<file path="config.mk">
export PLATFORM = sky130hd
export DESIGN_NAME = mem_port_arbiter
export DESIGN_NICKNAME = d
export VERILOG_FILES = /design/src/rtl/mem_port_arbiter.sv
export SDC_FILE = /design/constraint.sdc
export NUM_CORES = 1
export LEC_CHECK = 0
export CORE_ASPECT_RATIO = 0.75
export CORE_MARGIN = 5
export CORE_UTILIZATION = 46
export CTS_BUF_LIST = sky130_fd_sc_hd__clkbuf_2
export DETAILED_ROUTE_END_ITERATION = 8
export GPL_ROUTABILITY_DRIVEN = 0
export PLACE_DENSITY_LB_ADDON = 0.05
export SETUP_SLACK_MARGIN = 0.15
export SYNTH_ARGS = -nofsm -noshare
export SYNTH_HDL_FRONTEND = slang
export SYNTH_SLANG_ARGS = --single-unit
</file>
<file path="constraint.sdc">
create_clock -name clk -period 6.1 [get_ports clk]
set_clock_uncertainty 0.15 [all_clocks]
set_input_delay 1.83 -clock clk [delete_from_list [all_inputs] [get_ports clk]]
set_output_delay 1.83 -clock clk [all_outputs]
set_load 0.01 [all_outputs]
</file>
<file path="src/rtl/mem_port_arbiter.sv">
// mem_port_arbiter: grants the shared memory port to fetch or data, sequences a fixed-latency access
// and returns read data with a one-cycle done pulse.
module mem_port_arbiter #(
  parameter int AW = 16,
  parameter int DW = 24,
  parameter int LATENCY = 2
) (
  input  logic          clk,
  input  logic          rst,
  input  logic          if_req,
  input  logic [AW-1:0] if_addr,
  output logic          if_done,
  output logic [DW-1:0] if_rdata,
  input  logic          d_req,
  input  logic          d_we,
  input  logic [AW-1:0] d_addr,
  input  logic [DW-1:0] d_wdata,
  output logic          d_done,
  output logic [DW-1:0] d_rdata,
  output logic          mem_en,
  output logic          mem_we,
  output logic [AW-1:0] mem_addr,
  output logic [DW-1:0] mem_wdata,
  input  logic [DW-1:0] mem_rdata,
  output logic          stall,
  output logic          busy
);
  typedef enum logic [1:0] {IDLE, ISSUE, WAIT, DONE} state_t;
  state_t state, state_nxt;
  logic owner, last_grant, we_q, win_d, grant;
  logic [3:0] cnt;
  // on a tie the data side wins unless it was granted last
  always_comb begin
    win_d = d_req & (~if_req | ~last_grant);
    grant = (state == IDLE) & (if_req | d_req);
    state_nxt = (state == IDLE)  ? (grant ? ISSUE : IDLE) :
                (state == ISSUE) ? WAIT :
                (state == WAIT)  ? ((cnt == 4'd1) ? DONE : WAIT) : IDLE;
    mem_en = state == ISSUE;
    mem_we = mem_en & we_q;
    if_done = (state == DONE) & ~owner;
    d_done = (state == DONE) & owner;
    busy = state != IDLE;
    stall = (if_req & ~if_done) | (d_req & ~d_done);
  end
  always_ff @(posedge clk or negedge rst) begin
    if (!rst) begin
      state <= IDLE;
      owner <= 1'b0;
      last_grant <= 1'b0;
      we_q <= 1'b0;
      cnt <= '0;
      mem_addr <= '0;
      mem_wdata <= '0;
      if_rdata <= '0;
      d_rdata <= '0;
    end else begin
      state <= state_nxt;
      if (grant) begin
        owner <= win_d;
        last_grant <= win_d;
        we_q <= win_d & d_we;
        mem_addr <= win_d ? d_addr : if_addr;
        if (win_d) mem_wdata <= d_wdata;
      end
      if (state == ISSUE) cnt <= 4'(LATENCY);
      if (state == WAIT) begin
        cnt <= cnt - 4'd1;
        if (cnt == 4'd1 && !we_q && owner) d_rdata <= mem_rdata;
        if (cnt == 4'd1 && !we_q && !owner) if_rdata <= mem_rdata;
      end
    end
  end
endmodule

</file>
Yosys cells after proc, flatten, opt, wreduce, memory -nomap -nowiden
Cells that the tools add are included.

storage, ports and cells
  bits in registers = 96
  input bits = 85
  output and inout port bits = 94
  word-level logic and storage cells = 47

operators by class
  add/sub/neg operators = 1
  equality and inequality tests = 4
  mux-type cells = 8
  bitwise operators = 15
  reduce and logical (&&, ||, !) cells = 11

operators by type and width
  cell                                                                    number
  16-bit 2-to-1 mux                                                       1
  1-bit bitwise AND                                                       8
  4-bit 2-to-1 mux                                                        2
  2-bit 2-to-1 mux                                                        3
  2-bit AND reduction                                                     3
  2-bit equality test (second input constant)                             2
  4-bit by 1-bit equality test with 1-bit output (second input constant)  1
  1-bit NOT                                                               4
  2-bit nonzero test                                                      2
  4-bit by 1-bit subtractor with 4-bit output (second input constant)     1
  1-bit logical AND                                                       3
  1-bit OR                                                                3
  2-bit by 1-bit equality test with 1-bit output (second input constant)  1
  1-bit logical NOT                                                       2
  2-bit logical NOT                                                       1
  1-bit 2-to-1 mux                                                        2

Depth between registers and ports, before layout
Gate-level depths: netlist of run 1.

  depth in word-level cells = 5
  gate-level depth with buffers = 7
  depth with buffers taken out = 5

Worst setup path after synthesis of run 1
OpenSTA, ideal clock, no wires.

  path type = input port to output port
  start = input port d_req
  end = output port stall
  data arrival time = 2,076 ps
  required time = 4,120 ps
  setup slack = 2,044 ps
  stages on the path = 2
  buffers on the path = 0
  cells stage by stage = a21oi_1 > a21oi_1

on the way
  word-level cells in the longest chain between the ends = 2

RTL lines
  item               line  source
  from (decl)        14    input logic d_req,
  1-bit bitwise AND  44    stall = (if_req & ~if_done) | (d_req & ~d_done);
  1-bit OR           44
  to (decl)          25    output logic stall,

Every way passes these cells.

Final worst setup path of run 1
Same ends and word-level chain as after synthesis.

==> impl_metrics.csv, run 1 <==
group,metric,value,unit
status,status,"finished clean",
route,num_vias,2895,
global_routing,use_met2,0.306,
worst_setup_path,crit_fanout,6,
cts,insertion_delay,540,ps
sta,maxSlewHeadroom,0.460,
cts,ctsResizeCount,0,
place,dp_slack,975,ps
power_and_ir_drop,p_int,1900,uW
route,drtAntennaViolNets,0,
global_routing,overflow,0,
logic_synthesis,seq_area_frac_synth,0.604,
worst_hold_path,hp-class,"register to register",
power_and_ir_drop,vdd_ir_drop_max,0.348,mV
global_routing,grt_pass1_wl,16500,um
sta,finalMaxSlewViolations,0,
cts,cts.sink_count,96,
sta,period_share,0.841,
cts,hold_buffers,0,
finish,antenna-diode-count,0,
power_and_ir_drop,seq_power_share,0.387,
cts,clkTransAtPathRegs,250,ps
worst_setup_path,r2r_cells,3,
global_routing,grt_use_met3,0.0983,
route,routed_wl,10200,um
sta,worst_slew_pin_slew,805,ps
place,dp_hpwl,7560,um
cts,clockBufferDepth,2,
floorplanning,start_util,0.470,
floorplanning,row_count,29,
global_routing,grt_use_met1,0.240,
sta,rsz0062_at_grt,"false",
cts,cts_tree,"built",
worst_setup_path,cp-endpoint,"stall",
power_and_ir_drop,combPwrFrac,0.477,
finish,layout_common_cells,"clkdlybuf4s50_1, dfrtp_1, mux2_2",
worst_setup_path,r2r_setup_slack,3670,ps
flow_run,cap_violations,0,
global_routing,grt_max_degree,62,
cts,h-tree-depth,3,
sta,fin_ws,972,ps
worst_setup_path,cp.arrival,3150,ps
logic_synthesis,ys_types,33,
route,routed_via_density,4.97,
floorplanning,dieWidth,117,um
worst_setup_path,worst-endpoint-required,4120,ps
power_and_ir_drop,p_per_area,467,mW/mm^2
sta,post-route-min-period,5130,ps
place,io_buffers,178,
floorplanning,fp.coreArea,0.00845,sq mm
finish,area_growth,50.7,%
route,drt-initial-drc-count,106,
power_and_ir_drop,power.switching,895,uW
power_and_ir_drop,power_frac_clock,0.136,
finish,fin_nets,560,
worst_setup_path,start_kind,"primary input",
sta,setup_tns,0,ps
global_routing,grt.total_usage,0.195,
cts,cts_root_buf,"clkbuf_2",
route,wire_per_inst,17.4,um
floorplanning,dieArea,0.0106,sq mm
power_and_ir_drop,design_power_total,2800,uW
cts,post_cts_buffers,0,
worst_setup_path,cp-startpoint,"d_req",
sta,setup_violations,0,
worst_setup_path,setup.worst_path.end_class,"output port",
sta,hold_viol,0,
logic_synthesis,synth-seq-cells,96,
power_and_ir_drop,p_leak,0.00268,uW
logic_synthesis,syn_nets,380,
worst_hold_path,whs_path_depth,1,
finish,layout-drive-gt1-share,0.186,
global_routing,grt-busiest-layer,"met2",
logic_synthesis,syn_inst,289,
logic_synthesis,avgSynthCellArea,13.8,sq um
global_routing,antenna_found_initial,0,
sta,fmax,195,MHz
finish,layout.cells.most_common,"clkdlybuf4s50_1",
cts,cts_buffers,9,
global_routing,grt_pass1_vias,3113,
floorplanning,die_h,90.5,um
power_and_ir_drop,switching_share,0.320,
logic_synthesis,yosysWarnings,0,
route,route.detailed.drc,0,
worst_setup_path,worstSetupPathType,"primary input to output port",
route,drtPass1Iterations,5,
worst_setup_path,crit-reg2reg-capture,"mem_wdata[9]",
worst_setup_path,r2r-start,"owner",
floorplanning,top_level_ports,179,
logic_synthesis,netlist_area,0.00398,sq mm
[critical path, cell delays in order]
cell and delay (ps):
clkdlybuf4s50_1 550, a21oi_1 90, a21oi_1 130, clkdlybuf4s50_1 550
[final cells by class]
| class | instances | area, sq um |
|---|---|---|
| multi-input combinational | 173 | 1460 |
| timing repair buffer | 181 | 1800 |
| fill | 652 | 2460 |
| clock buffer | 10 | 50.0 |
| clock inverter | 6 | 108 |
| inverter | 8 | 30.0 |
| sequential | 96 | 2400 |
| tap | 108 | 135 |
[sequential cells by signal, indices dropped and copies added (netlist names)]
name,flops
if_rdata,24
mem_addr,16
owner,1
we_q,1
d_rdata,24
state,2
cnt,4
mem_wdata,24
[synth_stat cells]
| cell type | number | area, sq um |
|---|---|---|
| a21oi_1 | 34 | 170 |
| nand2b_1 | 2 | 12.5 |
| nand3_1 | 2 | 10.0 |
| ha_1 | 6 | 75.1 |
| mux2i_1 | 1 | 10.0 |
| inv_1 | 8 | 30.0 |
| a21boi_2 | 1 | 11.3 |
| or4_4 | 1 | 11.3 |
| buf_2 | 4 | 20.0 |
| a32o_1 | 1 | 10.0 |
| o41ai_1 | 1 | 8.76 |
| or3_1 | 1 | 6.26 |
| dfrtp_1 | 96 | 2400 |
| and2_1 | 1 | 6.26 |
| mux2_1 | 8 | 90.1 |
| a31oi_1 | 1 | 6.26 |
| buf_6 | 1 | 11.3 |
| o21ai_0 | 1 | 5.00 |
| o21a_1 | 1 | 7.51 |
| nand2_2 | 1 | 6.26 |
| a22o_1 | 1 | 8.76 |
| nand2_1 | 22 | 82.6 |
| o311ai_0 | 1 | 8.76 |
| clkbuf_1 | 5 | 18.8 |
| mux2_2 | 44 | 495 |
| nand2b_4 | 1 | 13.8 |
| buf_8 | 2 | 30.0 |
| mux2_4 | 20 | 300 |
| nor2b_1 | 1 | 6.26 |
| nor2_1 | 17 | 63.8 |
| o21ai_1 | 1 | 5.00 |
| nor4_4 | 1 | 21.3 |
| a21bo_1 | 1 | 10.0 |
[power groups by stage]
stage          Combinational, uW  Sequential, uW  Clock [uW]
2_1_floorplan                478            1210           0
3_3_place_gp                1320            1080           0
3_5_place_dp                1350            1100           0
4_1_cts                     1360            1090         399
5_1_grt                     1440            1120         423
6_report                    1330            1080         382
[kinds of logic (layout without fill, tap and decap cells)]
group                      after synthesis  count (layout)  synth area share
and+or+nand+nor                         50              50            0.0604
buffers and inverters                   20             205            0.0277
muxes                                   73              73             0.225
adders and majority gates                6               6            0.0189
DFF                                     96              96             0.604
AOI/OAI and AO/OA                       44              44            0.0633
[routing by layer]
layer  up-vias  share of wire
met5         -              0
li1       1358              -
met1      1405           0.42
met4         0         0.0097
met2       123           0.47
met3         9           0.11
[per-stage QoR]
step / cells / cell area (sq um) / utilization / hold slack (ps)
after floorplan: 289 / 3980 / - / 379
after global placement: 566 / 5830 / 0.690 / 327
after detailed placement: 566 / 5830 / 0.690 / 333
after CTS: 582 / 5990 / 0.708 / 385
after global routing: 582 / 5990 / 0.708 / 405
final: 582 / 5990 / 0.708 / 382
[how the worst min path moves through the flow]
stage | from | end | slack, ps
final | d_rdata[2] | d_rdata[2] | 380
after CTS | d_rdata[2] | d_rdata[2] | 380
after global routing | if_rdata[23] | if_rdata[23] | 400
after detailed placement | d_rdata[2] | d_rdata[2] | 330
after global placement | d_rdata[2] | d_rdata[2] | 330
after floorplan | d_rdata[0] | d_rdata[0] | 380
(Power assumes the default switching activity.)
==> run 2: changes to the inputs <==
--- a/config.mk
+++ b/config.mk
@@ -7,7 +7,7 @@
 export LEC_CHECK = 0
 export CORE_ASPECT_RATIO = 0.75
 export CORE_MARGIN = 5
-export CORE_UTILIZATION = 46
+export CORE_UTILIZATION = 43
 export CTS_BUF_LIST = sky130_fd_sc_hd__clkbuf_2
 export DETAILED_ROUTE_END_ITERATION = 8
 export GPL_ROUTABILITY_DRIVEN = 0
==> constraint.sdc (replaced) <==
create_clock -name clk -period 5.3 [get_ports clk]
set_clock_uncertainty 0.15 [all_clocks]
set_input_delay 1.59 -clock clk [delete_from_list [all_inputs] [get_ports clk]]
set_output_delay 1.59 -clock clk [all_outputs]
set_load 0.01 [all_outputs]
==> run 2 against run 1 <==
Routed wire length shrank 3.0%. Combinational power grew 16%. Sequential power grew 15%. First-iteration DRC count grew 21%. Final cell count grew 3.6%. Via count is the same. Die area grew 6.3%. Setup slack lost 330 ps. Design area shrank 0.13%. Clock-buffer cell count is the same. Largest power group unchanged. Highest routed layer unchanged.
==> impl_metrics.csv, run 2 (synthesis gave the netlist of run 1 again) <==
group,metric,value,unit
sta,setup_violations,0,
worst_setup_path,start_kind,"primary input",
route,wire_per_inst,16.3,um
sta,rsz0062_at_grt,"false",
power_and_ir_drop,vdd_ir_drop_max,0.314,mV
sta,hold_viol,0,
sta,setup_tns,0,ps
route,routed_wl,9850,um
global_routing,grt_max_degree,77,
finish,top_regs,"d_rdata: 24 flops, if_rdata: 24 flops, mem_wdata: 24 flops",
sta,whs,371,ps
global_routing,grt.total_usage,0.180,
cts,cts_tree,"built",
worst_setup_path,worstSetupPathType,"primary input to output port",
floorplanning,dieArea,0.0113,sq mm
power_and_ir_drop,power_frac_clock,0.115,
power_and_ir_drop,switching_share,0.330,
global_routing,antenna_found_initial,0,
floorplanning,fp.coreArea,0.00905,sq mm
cts,cts_buffers,9,
worst_setup_path,crit_slowest_cell,"clkdlybuf4s50_1",
floorplanning,dieWidth,121,um
worst_setup_path,worst-endpoint-required,3560,ps
finish,num-fill-cells,728,
status,status,"finished clean",
finish,area_growth,50.5,%
cts,ctsResizeCount,0,
cts,cts.sink_count,96,
sta,worst_slew_pin_slew,969,ps
route,routed_via_density,4.80,
cts,clkTransAtPathRegs,250,ps
worst_setup_path,cp.buffers_inverters,2,
worst_setup_path,crit_family,"buffers and inverters",
cts,h-tree-depth,3,
sta,period_share,0.879,
power_and_ir_drop,p_leak,0.00266,uW
finish,layout.cells.most_common,"clkdlybuf4s50_1",
flow_run,cap_violations,0,
worst_setup_path,crit_fanout,6,
sta,fmax,215,MHz
global_routing,grt_pass1_wl,15800,um
sta,finalMaxSlewViolations,0,
route,drt-initial-drc-count,128,
route,route.detailed.drc,0,
finish,layout-drive-gt1-share,0.189,
finish,layout_common_cells,"clkdlybuf4s50_1, dfrtp_1, mux2_2",
power_and_ir_drop,p_per_area,524,mW/mm^2
floorplanning,die_h,93.3,um
cts,insertion_delay,530,ps
cts,cts_root_buf,"clkbuf_2",
power_and_ir_drop,combPwrFrac,0.490,
route,drtPass1Iterations,4,
finish,multi_input_area,0.00146,sq mm
power_and_ir_drop,seq_power_share,0.396,
sta,maxSlewHeadroom,0.354,
worst_hold_path,hp-class,"register to register",
cts,hold_buffers,0,
power_and_ir_drop,power.switching,1040,uW
floorplanning,row_count,30,
route,num_vias,2895,
place,dp_hpwl,7260,um
worst_setup_path,r2r_setup_slack,2800,ps
global_routing,grt_pass1_vias,3055,
power_and_ir_drop,p_int,2100,uW
route,drtAntennaViolNets,0,
cts,post_cts_buffers,0,
worst_setup_path,slowest_delay,560,ps
global_routing,overflow,0,
place,io_buffers,178,
cts,clockBufferDepth,2,
worst_setup_path,crit_chain,"clkdlybuf4s50_1 -> a21oi_1 -> a21oi_1 -> clkdlybuf4s50_1",
finish,antenna-diode-count,0,
floorplanning,top_level_ports,179,
sta,post-route-min-period,4660,ps
worst_setup_path,cp.arrival,2920,ps
worst_setup_path,setup.worst_path.end_class,"output port",
finish,seq_area,0.00240,sq mm
finish,fin_nets,561,
floorplanning,start_util,0.439,
run 2: area by class of cell:
type,instances,area share
multi-input cells,173,0.245
flip-flops and latches,96,0.402
inverters,8,0.00502
repair buffers,182,0.302
clock buffers,10,0.00837
well taps,128,0.0268
clock inverters,6,0.0113
run 2: path summary, 6_finish.rpt:
kind,from,cells past startpoint,end
min reg2reg,d_rdata[23],1,d_rdata[23]
max in group asynchronous,rst,2,mem_wdata[14]
min,d_rdata[23],1,d_rdata[23]
min in group asynchronous,rst,1,if_rdata[17]
max reg2reg,state[0],6,d_rdata[15]
max,d_req,4,stall
run 2: worst register-to-register path: cells and delay by family (launching register included):
family / cells / cell delay (ps)
multiplexers: 1 / 360
flip-flops: 1 / 460
buffers and inverters: 2 / 460
adder cells (fa/ha/maj): 1 / 290
AND/OR/NAND/NOR: 2 / 720
run 2: metrics by stage:
| step | cell area, sq um | util | power [uW] | instances | setup WS [ps] |
|---|---|---|---|---|---|
| 2_1_floorplan | 3980 | - | 1940 | 289 | 1720 |
| 3_3_place_gp | 5860 | 0.648 | 2780 | 587 | 671 |
| 3_5_place_dp | 5860 | 0.648 | 2810 | 587 | 661 |
| 4_1_cts | 5980 | 0.661 | 3180 | 603 | 644 |
| 5_1_grt | 5980 | 0.661 | 3350 | 603 | 627 |
| 6_report | 5980 | 0.661 | 3140 | 603 | 640 |
run 2: power groups by stage:
| stage | Sequential [uW] | Combinational [uW] | Clock (uW) |
|---|---|---|---|
| after detailed placement | 1260 | 1550 | 0 |
| after global routing | 1290 | 1650 | 411 |
| final | 1240 | 1540 | 359 |
| after floorplan | 1390 | 550 | 0 |
| after CTS | 1240 | 1560 | 377 |
| after global placement | 1240 | 1530 | 0 |
run 2: metal layers:
| layer | up-vias | global-route usage | routed length, um |
|---|---|---|---|
| met4 | 0 | 0.0443 | 106 |
| met2 | 110 | 0.271 | 4400 |
| met1 | 1414 | 0.229 | 4280 |
| met3 | 11 | 0.0949 | 1060 |
| li1 | 1360 | - | - |
| met5 | - | 0 | 0 |
==> run 3: changes to the inputs <==
--- a/config.mk
+++ b/config.mk
@@ -7,9 +7,9 @@
 export LEC_CHECK = 0
 export CORE_ASPECT_RATIO = 0.75
 export CORE_MARGIN = 5
-export CORE_UTILIZATION = 43
-export CTS_BUF_LIST = sky130_fd_sc_hd__clkbuf_2
+export CORE_UTILIZATION = 50
 export DETAILED_ROUTE_END_ITERATION = 8
+export DONT_BUFFER_PORTS = 1
 export GPL_ROUTABILITY_DRIVEN = 0
 export PLACE_DENSITY_LB_ADDON = 0.05
 export SETUP_SLACK_MARGIN = 0.15
==> run 3 against run 2 <==
Clock-buffer cell count grew 1. Die area shrank 13%. Fmax grew 28%. Routed wire length is 15% lower. Combinational power is 59% lower. Utilization shrank 12 points. Clock power is 18% higher. Final cell count shrank 33%. Via count decreased by 24%. Register-to-register slack better by 180 ps. Sequential share of layout area up 17 points. Flip-flop and latch count unchanged. Critical endpoint unchanged. Largest power group is now sequential cells.
==> impl_metrics.csv, run 3 (synthesis gave the netlist of run 1 again) <==
group,metric,value,unit
finish,antenna-diode-count,0,
power_and_ir_drop,switching_share,0.367,
global_routing,grt_pass1_wl,12900,um
finish,top_regs,"d_rdata: 24 flops, if_rdata: 24 flops, mem_wdata: 24 flops",
place,dp_slack,1660,ps
worst_setup_path,r2r_cells,6,
sta,rsz0062_at_grt,"false",
route,drtAntennaViolNets,0,
worst_setup_path,r2r-start,"state[0]",
global_routing,grt_pass1_vias,2355,
worst_setup_path,slowest_delay,250,ps
route,num_vias,2193,
worst_setup_path,cp.buffers_inverters,0,
route,wire_per_inst,20.8,um
cts,post_cts_buffers,0,
power_and_ir_drop,p_int,1590,uW
worst_setup_path,cp-startpoint,"d_req",
global_routing,grt.total_usage,0.169,
floorplanning,start_util,0.509,
floorplanning,die_h,87.2,um
sta,period_share,0.685,
finish,area_growth,6.20,%
flow_run,cap_violations,0,
sta,fmax,276,MHz
cts,h-tree-depth,3,
worst_setup_path,r2r_setup_slack,2980,ps
power_and_ir_drop,seq_power_share,0.581,
worst_setup_path,crit-reg2reg-capture,"d_rdata[7]",
power_and_ir_drop,vdd_ir_drop_max,0.278,mV
cts,clockBufferDepth,2,
route,drt-initial-drc-count,138,
power_and_ir_drop,p_leak,0.00198,uW
cts,cts_buffers,9,
sta,worst_slew_pin_slew,630,ps
route,routed_via_density,5.47,
cts,cts_tree,"built",
finish,num-fill-cells,662,
finish,final_area,0.00422,sq mm
floorplanning,dieWidth,113,um
global_routing,grt_max_degree,97,
worst_setup_path,setup.worst_path.end_class,"output port",
worst_setup_path,crit_family,"compound AO/OA/AOI/OAI gates",
finish,layout-drive-gt1-share,0.291,
worst_setup_path,cp_common_cell,"a21oi_1",
cts,ctsResizeCount,0,
sta,setup_violations,0,
sta,hold_viol,0,
worst_setup_path,worst-endpoint-required,3560,ps
finish,fin_nets,382,
worst_hold_path,hp-class,"register to register",
sta,fin_ws,1670,ps
place,dp_hpwl,6020,um
global_routing,antenna_found_initial,0,
worst_setup_path,cp-endpoint,"stall",
cts,cts_root_buf,"clkbuf_8",
cts,cts.sink_count,96,
finish,layout_common_cells,"dfrtp_1, mux2_2, a21oi_1",
route,route.detailed.drc,0,
cts,insertion_delay,340,ps
power_and_ir_drop,p_per_area,596,mW/mm^2
cts,clkTransAtPathRegs,80,ps
worst_setup_path,crit_chain,"a21oi_1 -> a21oi_1",
worst_setup_path,crit_slowest_cell,"a21oi_1",
sta,finalMaxSlewViolations,0,
finish,layout.cells.most_common,"dfrtp_1",
power_and_ir_drop,power_frac_clock,0.169,
floorplanning,row_count,28,
worst_setup_path,cp.arrival,1890,ps
power_and_ir_drop,combPwrFrac,0.250,
floorplanning,fp.coreArea,0.00781,sq mm
route,drtPass1Iterations,4,
power_and_ir_drop,power.switching,924,uW
status,status,"finished clean",
place,placed_area,0.00405,sq mm
sta,setup_tns,0,ps
global_routing,overflow,0,
place,io_buffers,0,
floorplanning,top_level_ports,179,
worst_setup_path,crit_cells,2,
worst_setup_path,crit_fanout,6,
sta,maxSlewHeadroom,0.577,
cts,hold_buffers,0,
worst_setup_path,worstSetupPathType,"primary input to output port",
sta,post-route-min-period,3630,ps
worst_setup_path,start_kind,"primary input",
route,routed_wl,8350,um
floorplanning,dieArea,0.00985,sq mm
[run 3: cell count changes in the layout (fill, tap and decap cells not counted), moves of 2 or more]
| cell | delta |
|---|---|
| clkbuf_1 | +2 |
| clkbuf_8 | +9 |
| buf_4 | -2 |
| clkbuf_2 | -10 |
| clkdlybuf4s50_1 | -177 |
[run 3: final cells by class]
class,instances,area [sq um],share of cell area
Clock inverter,5,41.3,0.00978
Timing Repair Buffer,3,22.5,0.00533
Inverter,8,30.0,0.00711
Sequential cell,96,2400,0.569
Clock buffer,11,131,0.0311
Multi-Input combinational cell,173,1460,0.346
Tap cell,105,131,0.0311
[run 3: routing by layer]
layer,vias to the layer above,GRT usage,part of all wire
li1,1003,-,-
met1,1063,0.207,0.39
met2,123,0.257,0.45
met3,4,0.105,0.15
met4,0,0.0328,0.0059
met5,-,0,0
[run 3: power by group through the flow]
stage / sequential, uW / clock [uW] / combinational, uW
after floorplan: 1390 / 0 / 550
after global placement: 1490 / 0 / 615
after detailed placement: 1480 / 0 / 642
after CTS: 1480 / 442 / 641
after global routing: 1510 / 475 / 706
final: 1460 / 424 / 630
[run 3: worst min-delay path by stage]
stage / start / endpoint / slack, ps / cells past startpoint
floorplan: d_rdata[0] / d_rdata[0] / 380 / 1
CTS: cnt[1] / cnt[1] / 430 / 2
global placement: d_rdata[0] / d_rdata[0] / 400 / 1
detailed placement: if_rdata[0] / if_rdata[0] / 420 / 1
finish: cnt[1] / cnt[1] / 430 / 2
global route: if_rdata[17] / if_rdata[17] / 450 / 1
[run 3: worst reg2reg max path: cells and delay by family, from the launching register on]
kind,cells,cell delay (ps)
mux,1,380
flops,1,410
buf+inv,2,470
fa+ha+maj,1,290
simple gates,2,520
[run 3: stage by stage]
| stage | cells | utilization | total power (uW) | hold slack, ps |
|---|---|---|---|---|
| after floorplan | 289 | - | 1940 | 379 |
| after global placement | 385 | 0.518 | 2100 | 401 |
| after detailed placement | 385 | 0.518 | 2130 | 418 |
| after CTS | 401 | 0.540 | 2560 | 432 |
| after global routing | 401 | 0.540 | 2690 | 448 |
| final | 401 | 0.540 | 2520 | 425 |
